`config.mk`:
```
export PLATFORM = sky130hd
export DESIGN_NAME = conv_dec_bin
export DESIGN_NICKNAME = d
export VERILOG_FILES = /design/src/rtl/conv_dec_bin.sv
export SDC_FILE = /design/constraint.sdc
export NUM_CORES = 1
export LEC_CHECK = 0
export CORE_MARGIN = 2
export CORE_UTILIZATION = 40
export DETAILED_ROUTE_END_ITERATION = 10
export GPL_TIMING_DRIVEN = 1
export PLACE_DENSITY_LB_ADDON = 0.2
export SETUP_SLACK_MARGIN = 0.15
export SLEW_MARGIN = 20
export SYNTH_ARGS = -nofsm -noshare
export SYNTH_HDL_FRONTEND = slang
export SYNTH_SLANG_ARGS = --single-unit
```
`constraint.sdc`:
```
create_clock -name clk -period 6 [get_ports clk]
set_input_delay 0.9 -clock clk [delete_from_list [all_inputs] [get_ports clk]]
set_output_delay 0.9 -clock clk [all_outputs]
set_load 0.005 [all_outputs]
```
`src/rtl/conv_dec_bin.sv`:
```
// Sequential BCD-to-binary converter: four BCD digits in, binary value out.
// Multiply-by-10-and-add over four cycles with start/busy/done handshake.
module conv_dec_bin #(
  parameter int ANCHO = 16
) (
  input  logic             clk,
  input  logic             rst_n,
  input  logic             start,
  input  logic [3:0]       miles,
  input  logic [3:0]       centenas,
  input  logic [3:0]       decenas,
  input  logic [3:0]       unidades,
  output logic [ANCHO-1:0] numero,
  output logic             busy,
  output logic             done,
  output logic             error
);

  typedef enum logic [1:0] {
    IDLE = 2'd0,
    CONV = 2'd1,
    FIN  = 2'd2
  } state_t;

  state_t            state_q, state_d;
  logic [3:0][3:0]   dig_q, dig_d;
  logic [13:0]       acc_q, acc_d;
  logic [1:0]        idx_q, idx_d;
  logic              flag_err_q, flag_err_d;
  logic [ANCHO-1:0]  numero_q, numero_d;
  logic              busy_q, busy_d;
  logic              done_q, done_d;
  logic              error_q, error_d;

  logic              digits_bad;
  logic [3:0]        dig_cur;
  logic [13:0]       acc_x10;

  assign digits_bad = (miles    > 4'd9) |
                      (centenas > 4'd9) |
                      (decenas  > 4'd9) |
                      (unidades > 4'd9);

  assign dig_cur = dig_q[idx_q];

  // Wraps harmlessly for invalid digits; that result is discarded.
  assign acc_x10 = (acc_q << 3) + (acc_q << 1);

  always_comb begin
    state_d    = state_q;
    dig_d      = dig_q;
    acc_d      = acc_q;
    idx_d      = idx_q;
    flag_err_d = flag_err_q;
    numero_d   = numero_q;
    busy_d     = busy_q;
    done_d     = 1'b0;
    error_d    = error_q;
    unique case (state_q)
      IDLE: begin
        if (start) begin
          dig_d[0]   = miles;
          dig_d[1]   = centenas;
          dig_d[2]   = decenas;
          dig_d[3]   = unidades;
          flag_err_d = digits_bad;
          acc_d      = '0;
          idx_d      = '0;
          busy_d     = 1'b1;
          state_d    = CONV;
        end
      end
      CONV: begin
        acc_d = acc_x10 + {10'd0, dig_cur};
        idx_d = idx_q + 2'd1;
        if (idx_q == 2'd3) begin
          state_d = FIN;
        end
      end
      FIN: begin
        numero_d = flag_err_q ? '0 : ANCHO'(acc_q);
        error_d  = flag_err_q;
        done_d   = 1'b1;
        busy_d   = 1'b0;
        state_d  = IDLE;
      end
      default: begin
        state_d = IDLE;
        busy_d  = 1'b0;
      end
    endcase
  end

  always_ff @(posedge clk or negedge rst_n) begin
    if (!rst_n) begin
      state_q    <= IDLE;
      dig_q      <= '0;
      acc_q      <= '0;
      idx_q      <= '0;
      flag_err_q <= 1'b0;
      numero_q   <= '0;
      busy_q     <= 1'b0;
      done_q     <= 1'b0;
      error_q    <= 1'b0;
    end else begin
      state_q    <= state_d;
      dig_q      <= dig_d;
      acc_q      <= acc_d;
      idx_q      <= idx_d;
      flag_err_q <= flag_err_d;
      numero_q   <= numero_d;
      busy_q     <= busy_d;
      done_q     <= done_d;
      error_q    <= error_d;
    end
  end

  assign numero = numero_q;
  assign busy   = busy_q;
  assign done   = done_q;
  assign error  = error_q;

endmodule
```
==> flow_summary.yaml, run 1 <==
outcome:
  status: "complete, no violations"
finish:
  area_growth_syn_to_layout_pct: 17.8
  antennaDiodeCount: 0
  post-route-util_pct: 49.3
  nets: 340
  drive_above_1_share_pct: 12.5
clocking:
  clkSlewWorstSetupHoldPaths_ns: 0.10
  cts_resized: 0
  numCtsBuffers: 5
  root_buffer: "clkbuf_8"
  postCtsSetupRepairBufs: 0
  clock_path_buffers: 2
  ctsHoldBuffers: 0
  clock-sinks: 52
  clk_latency_ns: 0.32
  cts_tree: "yes"
  h-tree-depth: 2
detailed_routing:
  totalWireLength_um: 5650
  drt-initial-drc-count: 137
  firstDrtPassIters: 4
  drc: 0
  via_per_inst: 5.15
  routed-via-count: 2022
  postRouteAntennaNets: 0
  wl_per_cell_um: 14.4
placement:
  port_buffers: 35
  pre_cts_slack_ns: 2.99
  place_congestion: 0.806
  place_hpwl_um: 4200
setup_path:
  r2r_slack_ns: 3.00
  worstPathRequired_ns: 6.21
  cp_max_fo: 7
  critical_path_class: "flip-flop to flip-flop"
  cp-start-kind: "flip-flop"
  end_kind: "flip-flop"
  critPathArrivalTime_ns: 3.21
logic_synthesis:
  syn_area_um2: 2870
  synthMuxAreaShare_pct: 9.80
  avgSynthCellArea_um2: 10.9
  ys.flop_type: "dfrtp_1"
  ys_ff_latch: 52
  yosys-top-cells-count: "52 x dfrtp_1, 29 x nand2_1, 23 x ha_1"
  synth_top_area_share_pct: 45.3
  synth-xor-area-share_pct: 2.44
  synthTopCellsByArea: "dfrtp_1 45%, ha_1 10%, mux2_2 5.1%"
  synth_edf_count: 0
  synth-simple-area-share_pct: 12.1
  netlist_instances: 264
  yosysMostFrequentCell: "dfrtp_1"
  synth_compound_area_share_pct: 14.5
  ys_seq_area_share_pct: 45.3
  synth_top_family_by_area: "compound AO/OA/AOI/OAI gates"
  synthArstFlopShare_pct: 100
  ys_warn_count: 0
  synth_fa_ha_area_share_pct: 11.4
  synth_top_cell_by_area: "dfrtp_1"
  synth.distinct_cells: 48
die:
  fp-row-count: 30
  pin_count: 38
  dieArea_um2: 7880
  dieHeight_um: 88.7
  die_w_um: 88.7
  core_area_um2: 6870
  start_util_pct: 41.8
sta:
  fin_crit_sh_pct: 50.0
  setup_viol: 0
  finClkSkew_ns: 0.0126
  setup_tns_ns: 0
  slew_headroom_pct: 38.0
  rsz0062_at_grt: "false"
  hold_viol: 0
  hold_slack_ns: 0.483
  timing.final.ws_setup_ns: 3.00
  post-route-min-period_ns: 3.00
  worst_pin_slew_ns: 0.927
  slew_viol_final: 0
  max_freq_ghz: 0.333
grt:
  grt_pass1_vias: 2028
  grt_start_max_net_pins: 53
  track_usage_pct: 16.4
  antenna_found_initial: 0
  grt_pass1_wl_um: 9940
  grt-ovfl-total: 0
power_and_ir_drop:
  peakVddDrop_v: 0.000193
  p_leak_nw: 1.45
  power.density_nw_per_um2: 589
flow_run:
  drv_cap: 0
min_path:
  holdCritPathClass: "flip-flop to flip-flop"
layout make-up:
class,instances,area (µm²)
clock inverters,3,27.5
well taps,96,120
multi-input cells,188,1460
repair buffers,38,368
inverters,11,41.3
fillers,663,3490
flip-flops and latches,52,1300
clock buffers,5,68.8
placed cells by master (no fill, tap or decap), types with 3 or more instances in the layout:
master           netlist  routed
clkbuf_8               0       5
nand2b_1              13      13
o21ai_1               12      12
nand3_1                4       4
nor2_1                 7       7
xor2_1                 4       4
mux4_2                 4       4
dfrtp_1               52      52
a21oi_1                7       7
a21o_1                 3       3
a22o_1                 5       5
xnor2_1                4       4
inv_1                  9       9
nand2_1               29      29
a21oi_2                3       3
o21ai_0               17      17
buf_4                  3       3
mux2_2                13      13
mux2_1                 4       4
clkdlybuf4s50_1        0      34
ha_1                  23      23
metal layers:
| layer | global-route usage, % | part of all wire (%) | up-vias |
|---|---|---|---|
| met2 | 25.6 | 44 | 40 |
| met1 | 23.3 | 52 | 974 |
| met4 | 4.96 | 1.2 | 0 |
| met3 | 2.89 | 2.9 | 5 |
| met5 | 0 | 0 | - |
| li1 | - | - | 1003 |
report_power, final:
group          internal (mW)  total, mW  switching [mW]
clock network         0.0860      0.217           0.131
logic                  0.561       1.12           0.559
registers              0.518      0.655           0.137
total                   1.16       1.99           0.828
registers in the layout, indices dropped and copies added, names as in the netlist:
name / count
dig_q: 16
acc_q: 14
numero: 14
idx_q: 2
state_q: 2
busy: 1
done: 1
error: 1
flag_err_q: 1
path summary, 6_finish.rpt:
check | start | to | cells past startpoint
max reg2reg | idx_q[0] | acc_q[13] | 10
max | idx_q[0] | acc_q[13] | 10
max in group asynchronous | rst_n | acc_q[7] | 2
min in group asynchronous | rst_n | flag_err_q | 2
min | numero[5] | numero[5] | 2
min reg2reg | numero[5] | numero[5] | 2
critical path: stages, from the launching register on:
cell	delay (ns)
dfrtp_1	0.53
mux4_2	0.54
inv_1	0.09
fa_1	0.40
inv_1	0.11
ha_1	0.25
a21oi_2	0.21
o211ai_1	0.15
a2111oi_2	0.41
o21ai_1	0.12
o311ai_1	0.10
through the flow:
stage	power, mW	instance area [µm²]	std cells
finish	1.99	3380	393
global route	2.20	3380	393
CTS	2.01	3380	393
detailed placement	1.79	3290	385
global placement	1.77	3290	385
floorplan	1.50	2880	265
cells by family after synthesis:
group | count (synthesis)
AOI/OAI and AO/OA | 64
xor gates and xnor gates | 8
adders and majority gates | 25
buffers and inverters | 25
DFF | 52
muxes | 21
other | 1
and+or+nand+nor | 68
(Power assumes the default switching activity.)
==> inputs of run 2 (changes only) <==
==> constraint.sdc (replaced) <==
create_clock -name clk -period 2.7 [get_ports clk]
set_input_delay 0.405 -clock clk [delete_from_list [all_inputs] [get_ports clk]]
set_output_delay 0.405 -clock clk [all_outputs]
set_load 0.005 [all_outputs]
==> flow_summary.yaml, run 2 (same netlist as run 1, synthesis figures left out) <==
die:
  pin_count: 38
  die_w_um: 88.7
  dieArea_um2: 7880
  start_util_pct: 41.8
  core_area_um2: 6870
  fp-row-count: 30
  dieHeight_um: 88.7
setup_path:
  cp_max_fo: 3
  critPathMaxStageDelay_ns: 0.54
  crit_chain: "mux4_2 -> inv_2 -> fa_1 -> inv_2 -> fa_2 -> a21oi_2 -> o211ai_2 -> a21oi_2 -> xor2_1 -> o21ai_0"
  cp_num_buf_inv: 2
  r2r_slack_ns: 0.02
  crit_family: "adder cells"
  critPathSlowestCell: "fa_1"
  critical_path_class: "flip-flop to flip-flop"
  end_kind: "flip-flop"
  cp-start-kind: "flip-flop"
  critPathArrivalTime_ns: 2.85
  worstPathRequired_ns: 2.87
finish:
  largest_reg_flops: 16
  drive_above_1_share_pct: 19.1
  nets: 352
  design_area_um2: 3590
  top_register: "dig_q"
  antennaDiodeCount: 0
  most-common-layout-cells: "50 x dfrtp_1, 34 x clkdlybuf4s50_1, 29 x nand2_1"
  final_common_cell: "dfrtp_1"
  area_growth_syn_to_layout_pct: 25.1
placement:
  port_buffers: 35
  place_hpwl_um: 4470
  pre_cts_slack_ns: -0.0534
  dpl_cell_area_um2: 3390
  place_congestion: 0.785
grt:
  track_usage_pct: 17.2
  grt_start_max_net_pins: 32
  grt-ovfl-total: 0
  antenna_found_initial: 0
  grt_pass1_wl_um: 10400
  grt_pass1_vias: 2149
power_and_ir_drop:
  p_int_mw: 3.03
  pwr-share-comb_pct: 58.1
  pwr-share-seq_pct: 29.1
  p_sw_share_pct: 39.6
  power.density_nw_per_um2: 1390
  p_leak_nw: 1.54
  p_sw_mw: 1.99
  peakVddDrop_v: 0.000606
  clock_power_share_pct: 12.9
sta:
  post-route-min-period_ns: 2.68
  slew_viol_final: 0
  max_freq_ghz: 0.373
  hold_viol: 0
  setup_viol: 0
  finClkSkew_ns: 0.00677
  fin_crit_sh_pct: 99.3
  rsz0062_at_grt: "true"
  timing.final.ws_setup_ns: 0.0184
  slew_headroom_pct: 45.1
  worst_pin_slew_ns: 0.823
clocking:
  cts_tree: "yes"
  root_buffer: "clkbuf_8"
  clock-sinks: 52
  ctsHoldBuffers: 0
  numCtsBuffers: 5
  clkSlewWorstSetupHoldPaths_ns: 0.10
  clock_path_buffers: 2
  h-tree-depth: 2
  clk_latency_ns: 0.31
min_path:
  holdCritPathClass: "input port to asynchronous set/reset pin"
detailed_routing:
  totalWireLength_um: 6020
  drc: 0
  via_per_inst: 5.17
  firstDrtPassIters: 4
  drt-initial-drc-count: 122
  postRouteAntennaNets: 0
  wl_per_cell_um: 14.9
  routed-via-count: 2092
outcome:
  status: "complete, no violations"
flow_run:
  drv_cap: 0
## run 2: cell types whose count changed in the layout (fill, tap and decap cells not counted), moves of 2 or more
cell       before  now
buf_4           3   13
ha_1           23   20
ha_4            0    3
bufinv_16       0    2
dfrtp_2         0    2
inv_1           9    7
inv_2           1    3
dfrtp_1        52   50
buf_6           0    2
## run 2: area by class of cell
cell class	instances	area [µm²]
fill	637	3270
multi-input combinational	188	1530
sequential	52	1300
timing repair buffer	50	465
tap	96	120
clock buffer	5	68.8
clock inverter	3	68.8
inverter	11	41.3
## run 2: path summary, 6_finish.rpt
| check | start | end | cells past startpoint |
|---|---|---|---|
| max in group asynchronous | rst_n | idx_q[0] | 2 |
| max | idx_q[0] | acc_q[8] | 10 |
| min reg2reg | numero[2] | numero[2] | 2 |
| max reg2reg | idx_q[0] | acc_q[8] | 10 |
| min | rst_n | dig_q[0] | 1 |
| min in group clk | numero[2] | numero[2] | 2 |
## run 2: power groups by stage
stage          Sequential, mW  Combinational (mW)  Clock, mW
5_1_grt                  1.52                3.25      0.690
2_1_floorplan            1.37                2.15          0
3_5_place_dp             1.48                2.74          0
6_report                 1.46                2.91      0.645
3_3_place_gp             1.47                2.70          0
4_1_cts                  1.46                2.84      0.669
## run 2: what timing repair did
item,CTS,global route
buffers inserted,4,2
setup endpoints to repair,7,8
pin swaps,9,10
gates resized for setup,2,4
hold endpoints to repair,0,0
## run 2: metal layers
layer,vias up,routed length [µm],track usage (%),part of all wire [%]
li1,1026,-,-,-
met1,1026,2900,23.6,48
met4,0,85,4.82,1.4
met2,33,2830,27.6,47
met5,-,0,0,0
met3,7,208,3.73,3.5
## run 2: through the flow
step / std cells / power, mW / hold slack (ns) / setup TNS [ns] / utilization (%)
6_report: 405 / 5.01 / 0.134 / 0 / 52.3
5_1_grt: 405 / 5.46 / 0.188 / -0.440 / 52.3
4_1_cts: 403 / 4.97 / 0.157 / -0.00523 / 51.8
3_5_place_dp: 391 / 4.22 / 0.474 / -0.0875 / 49.3
3_3_place_gp: 391 / 4.17 / 0.463 / 0 / 49.3
2_1_floorplan: 265 / 3.51 / 0.109 / 0 / -
==> inputs of run 3 (changes only) <==
--- a/config.mk
+++ b/config.mk
@@ -6,7 +6,7 @@
 export NUM_CORES = 1
 export LEC_CHECK = 0
 export CORE_MARGIN = 2
-export CORE_UTILIZATION = 40
+export CORE_UTILIZATION = 55
 export DETAILED_ROUTE_END_ITERATION = 10
 export GPL_TIMING_DRIVEN = 1
 export PLACE_DENSITY_LB_ADDON = 0.2
==> constraint.sdc (replaced) <==
create_clock -name clk -period 2.85 [get_ports clk]
set_input_delay 0.4275 -clock clk [delete_from_list [all_inputs] [get_ports clk]]
set_output_delay 0.4275 -clock clk [all_outputs]
set_load 0.005 [all_outputs]
==> flow_summary.yaml, run 3 (same netlist as run 1, synthesis figures left out) <==
finish:
  multi_input_area_um2: 1540
  nets: 349
  top_register: "dig_q"
  drive_above_1_share_pct: 18.0
  largest_reg_flops: 16
  most-common-layout-cells: "51 x dfrtp_1, 34 x clkdlybuf4s50_1, 29 x nand2_1"
  design_area_um2: 3530
  fill_cells: 403
  final-seq-area_um2: 1300
  area_growth_syn_to_layout_pct: 22.7
  post-route-util_pct: 69.5
  final_common_cell: "dfrtp_1"
  antennaDiodeCount: 0
detailed_routing:
  postRouteAntennaNets: 0
  firstDrtPassIters: 4
  via_per_inst: 5.70
  totalWireLength_um: 6330
  drt-initial-drc-count: 132
  drc: 0
  wl_per_cell_um: 16.8
  routed-via-count: 2145
setup_path:
  end_kind: "flip-flop"
  cp-start-kind: "flip-flop"
  crit_chain: "mux4_2 -> inv_2 -> fa_1 -> inv_2 -> ha_4 -> a21oi_4 -> buf_6 -> nor3_4 -> nor3b_2 -> a2111o_1 -> o211ai_1"
  critPathArrivalTime_ns: 2.96
  worstRegToRegCells: 11
  critPathLaunch: "idx_q[0]"
  cpMostUsedCell: "inv_2"
  r2r_slack_ns: 0.08
  timing.rr.start: "idx_q[0]"
  cp_max_fo: 4
  critPathMaxStageDelay_ns: 0.51
  r2r-end: "acc_q[11]"
  critical_path_class: "flip-flop to flip-flop"
  critPathSlowestCell: "mux4_2"
  worstPathRequired_ns: 3.04
min_path:
  holdCritPathClass: "input port to asynchronous set/reset pin"
sta:
  hold_slack_ns: 0.0306
  max_freq_ghz: 0.362
  rsz0062_at_grt: "true"
  timing.final.ws_setup_ns: 0.0839
  fin_crit_sh_pct: 97.1
  slew_headroom_pct: 33.0
  worst_pin_slew_ns: 1.01
  hold_viol: 0
  slew_viol_final: 0
  setup_viol: 0
  post-route-min-period_ns: 2.77
  finClkSkew_ns: 0.00855
outcome:
  status: "complete, no violations"
power_and_ir_drop:
  peakVddDrop_v: 0.000639
  p_leak_nw: 1.52
  fin_total_pwr_mw: 4.83
  power.density_nw_per_um2: 1370
clocking:
  clock_path_buffers: 2
  clkSlewWorstSetupHoldPaths_ns: 0.09
  root_buffer: "clkbuf_8"
  numCtsBuffers: 5
  h-tree-depth: 2
  ctsHoldBuffers: 0
  clk_latency_ns: 0.31
  clock-sinks: 52
  cts_tree: "yes"
grt:
  antenna_found_initial: 0
  grt-ovfl-total: 0
  grt_pass1_wl_um: 10600
  track_usage_pct: 23.0
  grt_start_max_net_pins: 35
  grt_pass1_vias: 2176
die:
  dieHeight_um: 76.3
  die_w_um: 76.3
  pin_count: 38
  core_area_um2: 5070
  start_util_pct: 56.6
  dieArea_um2: 5820
  fp-row-count: 26
flow_run:
  drv_cap: 0
placement:
  place_hpwl_um: 4280
  port_buffers: 35
  dpl_cell_area_um2: 3270
  pre_cts_slack_ns: -0.0213
  place_congestion: 0.963
run 3: cell types whose count changed in the layout (fill, tap and decap cells not counted):
| cell | previous run | this run |
|---|---|---|
| buf_4 | 13 | 10 |
| o21ai_0 | 17 | 14 |
| o21ai_1 | 12 | 15 |
| a21oi_2 | 2 | 1 |
| a21oi_4 | 1 | 2 |
| bufinv_16 | 2 | 1 |
| clkbuf_1 | 0 | 1 |
| dfrtp_1 | 50 | 51 |
| dfrtp_2 | 2 | 1 |
| ha_1 | 20 | 19 |
| ha_4 | 3 | 4 |
| nor3b_2 | 1 | 2 |
| nor3b_4 | 1 | 0 |
run 3: worst max-delay path: cells and delay by family, from the launching register on:
| kind | cells | cell delay (ns) |
|---|---|---|
| flip-flops | 1 | 0.41 |
| buffers and inverters | 3 | 0.32 |
| AO/OA/AOI/OAI | 3 | 0.45 |
| adder cells (fa/ha/maj) | 2 | 0.64 |
| AND/OR/NAND/NOR | 2 | 0.32 |
| multiplexers | 1 | 0.51 |
run 3: power by group:
| group | switching [mW] | leakage (nW) | internal, mW | total (mW) |
|---|---|---|---|---|
| registers | 0.285 | 0.646 | 1.09 | 1.38 |
| logic | 1.47 | 0.814 | 1.46 | 2.93 |
| clock network | 0.251 | 0.0558 | 0.266 | 0.516 |
| total | 2.01 | 1.52 | 2.82 | 4.83 |
run 3: how the worst max path moves through the flow:
stage	to	cells after the start
floorplan	acc_q[10]	10
global placement	acc_q[13]	10
detailed placement	acc_q[8]	9
CTS	acc_q[13]	9
global route	acc_q[11]	11
finish	acc_q[11]	11
run 3: what timing repair did:
action                                  CTS  global route
setup buffers                             5             3
pin swaps                                20            12
resized for setup                        15             4
endpoints found under the setup margin    8             8
run 3: metrics by stage:
step | TNS [ns] | std cells
6_report | 0 | 376
5_1_grt | -0.0170 | 376
4_1_cts | 0 | 373
3_5_place_dp | -0.0439 | 360
3_3_place_gp | 0 | 360
2_1_floorplan | 0 | 265
run 3: cell type report:
type | instances | share of cell area, %
Tap cell | 70 | 2.48
Inverter | 11 | 1.17
Timing Repair Buffer | 47 | 12.6
Sequential cell | 52 | 36.9
Multi-Input combinational cell | 188 | 43.7
Clock inverter | 2 | 1.10
Clock buffer | 6 | 2.06
run 3: metal layers:
| layer | track usage (%) | up-vias | share of wire [%] |
|---|---|---|---|
| li1 | - | 1022 | - |
| met1 | 30.7 | 1035 | 44 |
| met2 | 38.7 | 65 | 48 |
| met3 | 4.50 | 23 | 4.7 |
| met4 | 5.82 | 0 | 3.1 |
| met5 | 0 | - | 0 |
